$ cat src/rtl/router_pkt_src.sv
// router_pkt_src: buffers one complete payload, then drives the router input
// with a header byte, the payload bytes and a trailing XOR parity byte,
// stalling on the router's busy. A fixed idle gap follows every packet.
module router_pkt_src #(
   parameter int GAP_CYCLES = 2
) (
   input  logic        clk,
   input  logic        resetn,
   input  logic        start,
   input  logic [1:0]  dest,
   input  logic [5:0]  len,
   output logic        req_ready,
   output logic        req_err,
   input  logic [7:0]  pl_data,
   input  logic        pl_valid,
   output logic        pl_ready,
   input  logic        busy,
   output logic        packet_valid,
   output logic [7:0]  pkt_data,
   output logic        done,
   output logic [15:0] pkt_count
);

   // Gap counter counts down the remaining gap cycles after the current one.
   localparam int GW = (GAP_CYCLES > 1) ? $clog2(GAP_CYCLES) : 1;
   localparam logic [GW-1:0] GAP_INIT = GW'(GAP_CYCLES - 1);

   typedef enum logic [2:0] {
      ST_IDLE,
      ST_LOAD,
      ST_HEADER,
      ST_PAYLOAD,
      ST_PARITY,
      ST_GAP
   } state_t;

   state_t          state_reg;
   logic [7:0]      header_reg;
   logic [5:0]      len_reg;
   logic [7:0]      parity_reg;
   logic [5:0]      wr_reg;
   logic [5:0]      rd_reg;
   logic [GW-1:0]   gap_reg;

   // Payload buffer; contents need no reset because every byte is written
   // before it is read within the same packet.
   logic [7:0]      mem [64];

   assign req_ready = (state_reg == ST_IDLE);
   assign pl_ready  = (state_reg == ST_LOAD);

   // Payload buffer write port, one byte per accepted beat in LOAD.
   always_ff @(posedge clk) begin
      if (pl_ready && pl_valid) begin
         mem[wr_reg] <= pl_data;
      end
   end

   // Packet sequencer: state, pointers, parity and all registered outputs.
   always_ff @(posedge clk) begin
      if (!resetn) begin
         state_reg    <= ST_IDLE;
         header_reg   <= 8'h00;
         len_reg      <= 6'd0;
         parity_reg   <= 8'h00;
         wr_reg       <= 6'd0;
         rd_reg       <= 6'd0;
         gap_reg      <= '0;
         packet_valid <= 1'b0;
         pkt_data     <= 8'h00;
         done         <= 1'b0;
         req_err      <= 1'b0;
         pkt_count    <= 16'd0;
      end else begin
         done    <= 1'b0;
         req_err <= 1'b0;
         case (state_reg)
            ST_IDLE: begin
               if (start) begin
                  if (dest == 2'd3 || len == 6'd0) begin
                     req_err <= 1'b1;
                  end else begin
                     header_reg <= {len, dest};
                     parity_reg <= {len, dest};
                     len_reg    <= len;
                     wr_reg     <= 6'd0;
                     state_reg  <= ST_LOAD;
                  end
               end
            end
            ST_LOAD: begin
               if (pl_valid) begin
                  parity_reg <= parity_reg ^ pl_data;
                  wr_reg     <= wr_reg + 6'd1;
                  // Last payload byte: present the header on the next cycle.
                  if (wr_reg == len_reg - 6'd1) begin
                     state_reg    <= ST_HEADER;
                     packet_valid <= 1'b1;
                     pkt_data     <= header_reg;
                  end
               end
            end
            ST_HEADER: begin
               if (!busy) begin
                  rd_reg    <= 6'd0;
                  pkt_data  <= mem[6'd0];
                  state_reg <= ST_PAYLOAD;
               end
            end
            ST_PAYLOAD: begin
               if (!busy) begin
                  rd_reg <= rd_reg + 6'd1;
                  if (rd_reg == len_reg - 6'd1) begin
                     // Parity travels with packet_valid low, as the router expects.
                     packet_valid <= 1'b0;
                     pkt_data     <= parity_reg;
                     state_reg    <= ST_PARITY;
                  end else begin
                     pkt_data <= mem[rd_reg + 6'd1];
                  end
               end
            end
            ST_PARITY: begin
               if (!busy) begin
                  pkt_data  <= 8'h00;
                  gap_reg   <= GAP_INIT;
                  state_reg <= ST_GAP;
                  // A single gap cycle is also the last one, so done fires now.
                  if (GAP_CYCLES == 1) begin
                     done      <= 1'b1;
                     pkt_count <= pkt_count + 16'd1;
                  end
               end
            end
            ST_GAP: begin
               if (gap_reg == '0) begin
                  state_reg <= ST_IDLE;
               end else begin
                  gap_reg <= gap_reg - 1'b1;
                  // done is high during the final gap cycle.
                  if (gap_reg == GW'(1)) begin
                     done      <= 1'b1;
                     pkt_count <= pkt_count + 16'd1;
                  end
               end
            end
            default: state_reg <= ST_IDLE;
         endcase
      end
   end

endmodule

$ cat config.mk
export PLATFORM = sky130hd
export DESIGN_NAME = router_pkt_src
export DESIGN_NICKNAME = d
export VERILOG_FILES = /design/src/rtl/router_pkt_src.sv
export SDC_FILE = /design/constraint.sdc
export NUM_CORES = 1
export LEC_CHECK = 0
export ABC_AREA = 1
export ABC_CLOCK_PERIOD_IN_PS = 4410
export CAP_MARGIN = 20
export CORE_MARGIN = 5
export CORE_UTILIZATION = 35
export DETAILED_ROUTE_END_ITERATION = 10
export SLEW_MARGIN = 20
export SYNTH_ARGS = -nofsm -noshare
export SYNTH_HDL_FRONTEND = slang
export SYNTH_SLANG_ARGS = --single-unit
$ cat constraint.sdc
create_clock -name clk -period 4.41 [get_ports clk]
set_input_delay 0.6615 -clock clk [delete_from_list [all_inputs] [get_ports clk]]
set_output_delay 0.6615 -clock clk [all_outputs]
set_load 0.02 [all_outputs]
; Word level (Yosys, flattened, before mapping)
; Memories as Yosys holds them, arrays and structs flattened.
; Index checks and enable logic that the tools add are counted.
[classes]
addsub = 5
eq_ne = 17
n_mux = 40
bitwise_logic = 2
n_reduce_logical = 19
[ops]
columns = op, n
row1 = $mux W8, 9
row2 = $pmux W8 S4, 1
row3 = $mux W6, 5
row4 = $mux W3, 9
row5 = $pmux W6 S2, 2
row6 = $pmux W3 S6, 1
row7 = $add A16 B1 Y16 const B, 1
row8 = $ne A2 B2 Y1 const B, 8
row9 = $pmux W8 S2, 1
row10 = $add A6 B1 Y6 const B, 2
row11 = $eq A6 B6 Y1, 2
row12 = $mux W1, 10
row13 = $reduce_and A3 Y1, 3
row14 = $reduce_and A9 Y1, 1
row15 = $reduce_bool A2 Y1, 4
row16 = $xor A8 B8 Y8, 1
row17 = $eq A3 B2 Y1 const B, 2
row18 = $eq A3 B3 Y1 const B, 2
row19 = $logic_not A6 Y1, 1
row20 = $reduce_and A2 Y1, 3
row21 = $reduce_and A6 Y1, 1
row22 = $sub A6 B1 Y6 const B, 1
row23 = $reduce_and A5 Y1, 1
row24 = $pmux W1 S2, 2
row25 = 10 further kinds, 10
[word_totals]
regBits = 65
ram_bits = 512
input_bits = 21
output_inout_bits = 29
wordCells = 96
memories = 1
[memory_table]
columns = name, words, word_bits, rd, rd_clocked_by_memory_dff, write_ports, line
row1 = mem, 64, 8, 2, 0, 1, 47  ; logic [7:0] mem [64];

; Logic depth before layout (Yosys ltp)
[depth]
ltp_word = 5
ltp_mapped = 17

; Worst setup path after synthesis
; OpenSTA, ideal clock, no wires.
[synth_timing]
path_type = flip-flop to flip-flop
start = register state_reg[0]
end = memory mem[10][0] (enable)
t_arrival_ns = 1.770
required_ns = 4.040
path_slack_ns = 2.270
stages_incl_launch_ff = 11
path_buffers = 0
period_less_slack_ns = 2.140
cell_sequence = dfxtp_1 inv_2 nor2_1 inv_2 nor2_4 inv_2 nor2_4 inv_2 nor2_1 nand3_1 nor2_1
[synth_between]
elab_chain_cells = 4
[synth_rtl]
columns = element, line
row1 = from (decl), 37  ; state_t state_reg;
row2 = from (signal assigned), 62  ; state_reg <= ST_IDLE;
row3 = from (signal assigned), 87  ; state_reg <= ST_LOAD;
row4 = from (signal assigned), 97  ; state_reg <= ST_HEADER;
row5 = $eq A3 B1 Y1, 50  ; assign pl_ready = (state_reg == ST_LOAD);
row6 = $logic_and A1 B1 Y1, 54  ; if (pl_ready && pl_valid) begin
row7 = $mux W1, 54
row8 = $mux W1 (implied by the code), 55  ; mem[wr_reg] <= pl_data;
row9 = to (decl), 47
; Every way passes these cells.

; Worst setup path in the final report
[layout_timing]
start = register state_reg[0]
end = memory mem[12][6] (enable)
; Same word-level chain as after synthesis.

==> qor.csv <==
stage;metric;value;unit
run_status;status;finished clean;
cts;holdBufCountCts;0;
layout;syn_to_final_growth;13.6;%
worst_setup_path;cp_top_family;simple AND/OR/NAND/NOR gates;
synth;yosys-top-cells-count;nand2_1 (660), nand3_1 (539), edfxtp_1 (512);
synth;synth.most_common_cell;nand2_1;
layout;nets;2297;
grt;grtUsageTotal;16.9;%
floorplanning;rows;96;
worst_setup_path;cp_slowest_cell;nor2_1;
min_path;hold_path.class;input pin to register;
layout;largest_reg_flops;512;
grt;grt_overflow;0;
timing;fin_crit_sh;77.0;%
placement;place_inst;3144;
pwr;worst_ir_drop_vdd;0.000286;V
layout;max_flop_register;mem;
layout;fillers;6546;
placement;placed_cell_area;25600;um^2
timing;rsz0062_at_grt;no;
worst_setup_path;path_class;register to register;
synth;syn_area;24200;um^2
layout;n_antenna_cell;0;
detailed_routing;firstDrtPassIters;8;
placement;gp_congestion;0.906;
cts;path_clk_slew;0.06;ns
synth;synth_nets;2275;
worst_setup_path;cp-end-kind;register;
cts;cts_tree;yes;
timing;fmax;294;MHz
job;max-cap-violations;0;
detailed_routing;vias;16800;
cts;ctsRootBufferMaster;clkbuf_16;
timing;period_needed;3.40;ns
floorplanning;die_h;273;um
grt;antenna_found_initial;0;
cts;clk_path_buf_depth;3;
worst_setup_path;cp-startpoint;state_reg[0]$_SDFFE_PN0P_;
cts;cts-buffers-inserted;57;
floorplanning;core;68600;um^2
placement;post-place-ws;0.999;ns
worst_setup_path;cp-start-kind;register;
detailed_routing;routedWlPerCell;19.8;um
placement;dpl.hpwl;40.0;mm
synth;synthFlopType;edfxtp_1;
synth;yosys.area.top_type;edfxtp_1;
timing;hold_viol;0;
worst_setup_path;reg2reg_from;state_reg[0]$_SDFFE_PN0P_;
cts;postCtsSetupRepairBufs;0;
synth;ys_seq_area_share;68.4;%
layout;final_cell_area;27500;um^2
cts;cts-resized-gates;0;
worst_setup_path;worst-r2r-setup-slack;1.01;ns
cts;clkSinkCount;571;
worst_setup_path;cpPeakStageDelay;0.80;ns
synth;synthCells;2250;
worst_setup_path;cp_common_cell;inv_2;
timing;setup_ws;1.01;ns
synth;async_flop_share;0;%
cts;insertion_delay;0.62;ns
worst_setup_path;r2r_cells;10;
floorplanning;dieArea;74500;um^2
floorplanning;initial_core_util;35.3;%
floorplanning;die_x;273;um
grt;grt_pass1_wl;97.4;mm
worst_setup_path;crit_cells;10;
worst_setup_path;worst_r2r_endpoint;mem[12][6]$_DFFE_PP_;
layout;drive_gt1_share;8.24;%
detailed_routing;drc;0;
worst_setup_path;worstPathRequired;4.65;ns
worst_setup_path;crit_buf_inv;4;
layout;multi_input_area;6740;um^2
placement;portBuffers;49;
synth;avgSynthCellArea;10.7;um^2
detailed_routing;first_iter_violations;1750;
layout;finalNonFillerCells;3249;
pwr;power.leakage;9.58;nW
synth;synth_top_area_share;63.6;%
worst_setup_path;crit_chain;inv_2 > nor2_1 > inv_2 > nor2_4 > inv_2 > nor2_4 > inv_2 > nor2_1 > nand3_1 > nor2_1;
synth;synth.area.top_cells;edfxtp_1 (64%), nand3_1 (11%), nand2_1 (10%);
layout;final-seq-area;16600;um^2
worst_setup_path;crit_end;mem[12][6]$_DFFE_PP_;
timing;finalSetupViolations;0;
synth;yosysUniqueCellTypes;38;
worst_setup_path;cp.arrival;3.64;ns
worst_setup_path;crit_fanout;14;
timing;tightest_slew;1.07;ns
grt;grt_pass1_vias;15900;
timing;clock_skew;0.0207;ns
floorplanning;ios;50;
layout;largestRegisters;mem x512, pkt_count x16;
synth;ys_seq_elements;571;
detailed_routing;routed_wl;64.5;mm
grt;grt_max_degree;195;
timing;fin_tns_setup;0;ns
synth;yosys_warnings;0;
synth;synth-edff-count;512;
detailed_routing;avgViaCountPerCell;5.18;
pwr;power.density;456;nW/um^2
cts;htreeDepth;2;
detailed_routing;antenna_left;0;
timing;slew_viol_final;0;
timing;maxSlewHeadroom;28.6;%
## worst min-delay path by stage
stage                                     from                          to  slack [ns]  cells past startpoint
floorplan           parity_reg[0]$_SDFFE_PN0P_  parity_reg[0]$_SDFFE_PN0P_        0.46                      2
global placement    pkt_count[12]$_SDFFE_PN0P_  pkt_count[12]$_SDFFE_PN0P_        0.46                      2
detailed placement    pkt_data[4]$_SDFFE_PN0P_    pkt_data[4]$_SDFFE_PN0P_        0.46                      2
CTS                                 pl_data[3]        mem[36][3]$_DFFE_PP_        0.39                      1
global route                        pl_data[3]        mem[38][3]$_DFFE_PP_        0.40                      1
finish                              pl_data[3]        mem[36][3]$_DFFE_PP_        0.40                      1
## per-stage QoR
stage | hold slack [ns] | utilization, % | power, mW
after detailed placement | 0.460 | 37.3 | 7.75
after global routing | 0.403 | 40.1 | 13.0
after floorplan | 0.456 | - | 7.25
after CTS | 0.392 | 40.1 | 12.6
after global placement | 0.455 | 37.3 | 7.74
final | 0.401 | 40.1 | 12.5
## worst reg2reg max path: cells and delay by family (launching register included)
| kind | cells | cell delay [ns] |
|---|---|---|
| DFF | 1 | 0.40 |
| and+or+nand+nor | 6 | 2.18 |
| buffers and inverters | 4 | 0.43 |
## cell type report
class | instances | area share (%)
Sequential cell | 571 | 60.2
Multi-Input combinational cell | 1472 | 24.5
Clock buffer | 68 | 5.60
Tap cell | 931 | 4.24
Timing Repair Buffer | 86 | 2.97
Clock inverter | 37 | 1.25
Inverter | 84 | 1.18
## cells by family (layout without fill, tap and decap cells)
| family | Yosys count | in the layout | share of synthesized area [%] |
|---|---|---|---|
| AOI/OAI and AO/OA | 91 | 91 | 2.12 |
| xor gates and xnor gates | 15 | 15 | 0.605 |
| adders and majority gates | 4 | 4 | 0.207 |
| buffers and inverters | 207 | 275 | 3.76 |
| DFF | 571 | 571 | 68.4 |
| and+or+nand+nor | 1362 | 1362 | 24.9 |
## per-layer routing
| metal | track usage (%) | routed length, um |
|---|---|---|
| met1 | 22.9 | 27100 |
| met5 | 0 | 0 |
| met2 | 28.5 | 31300 |
| met3 | 2.15 | 4130 |
| met4 | 5.66 | 1900 |
## power by group
| group | total, mW | internal [mW] | leakage (nW) | switching, mW |
|---|---|---|---|---|
| logic | 1.53 | 0.474 | 3.57 | 1.06 |
| registers | 6.11 | 6.01 | 5.08 | 0.102 |
| clock network | 4.90 | 2.84 | 0.929 | 2.06 |
## cell usage in the layout, fill, tap and decap left out, types with 3 or more instances in the layout
master / count
inv_6: 5
a21oi_1: 42
nor2_1: 116
clkinv_2: 12
nand3_2: 5
dfxtp_1: 58
bufinv_16: 6
buf_2: 8
nor2_4: 8
nand4_1: 6
clkinv_1: 12
xor2_1: 13
clkbuf_16: 59
nand2_2: 6
nand2_4: 3
o21a_1: 4
nand3_1: 539
a31oi_1: 5
inv_2: 15
buf_4: 30
ha_1: 3
nor2_2: 4
o21ai_0: 30
nand2_1: 659
clkbuf_1: 6
clkbuf_8: 3
edfxtp_1: 512
nand3_4: 3
buf_12: 7
a211oi_1: 4
nor3_1: 7
inv_1: 66
clkdlybuf4s50_1: 41
(Power assumes the default switching activity.)
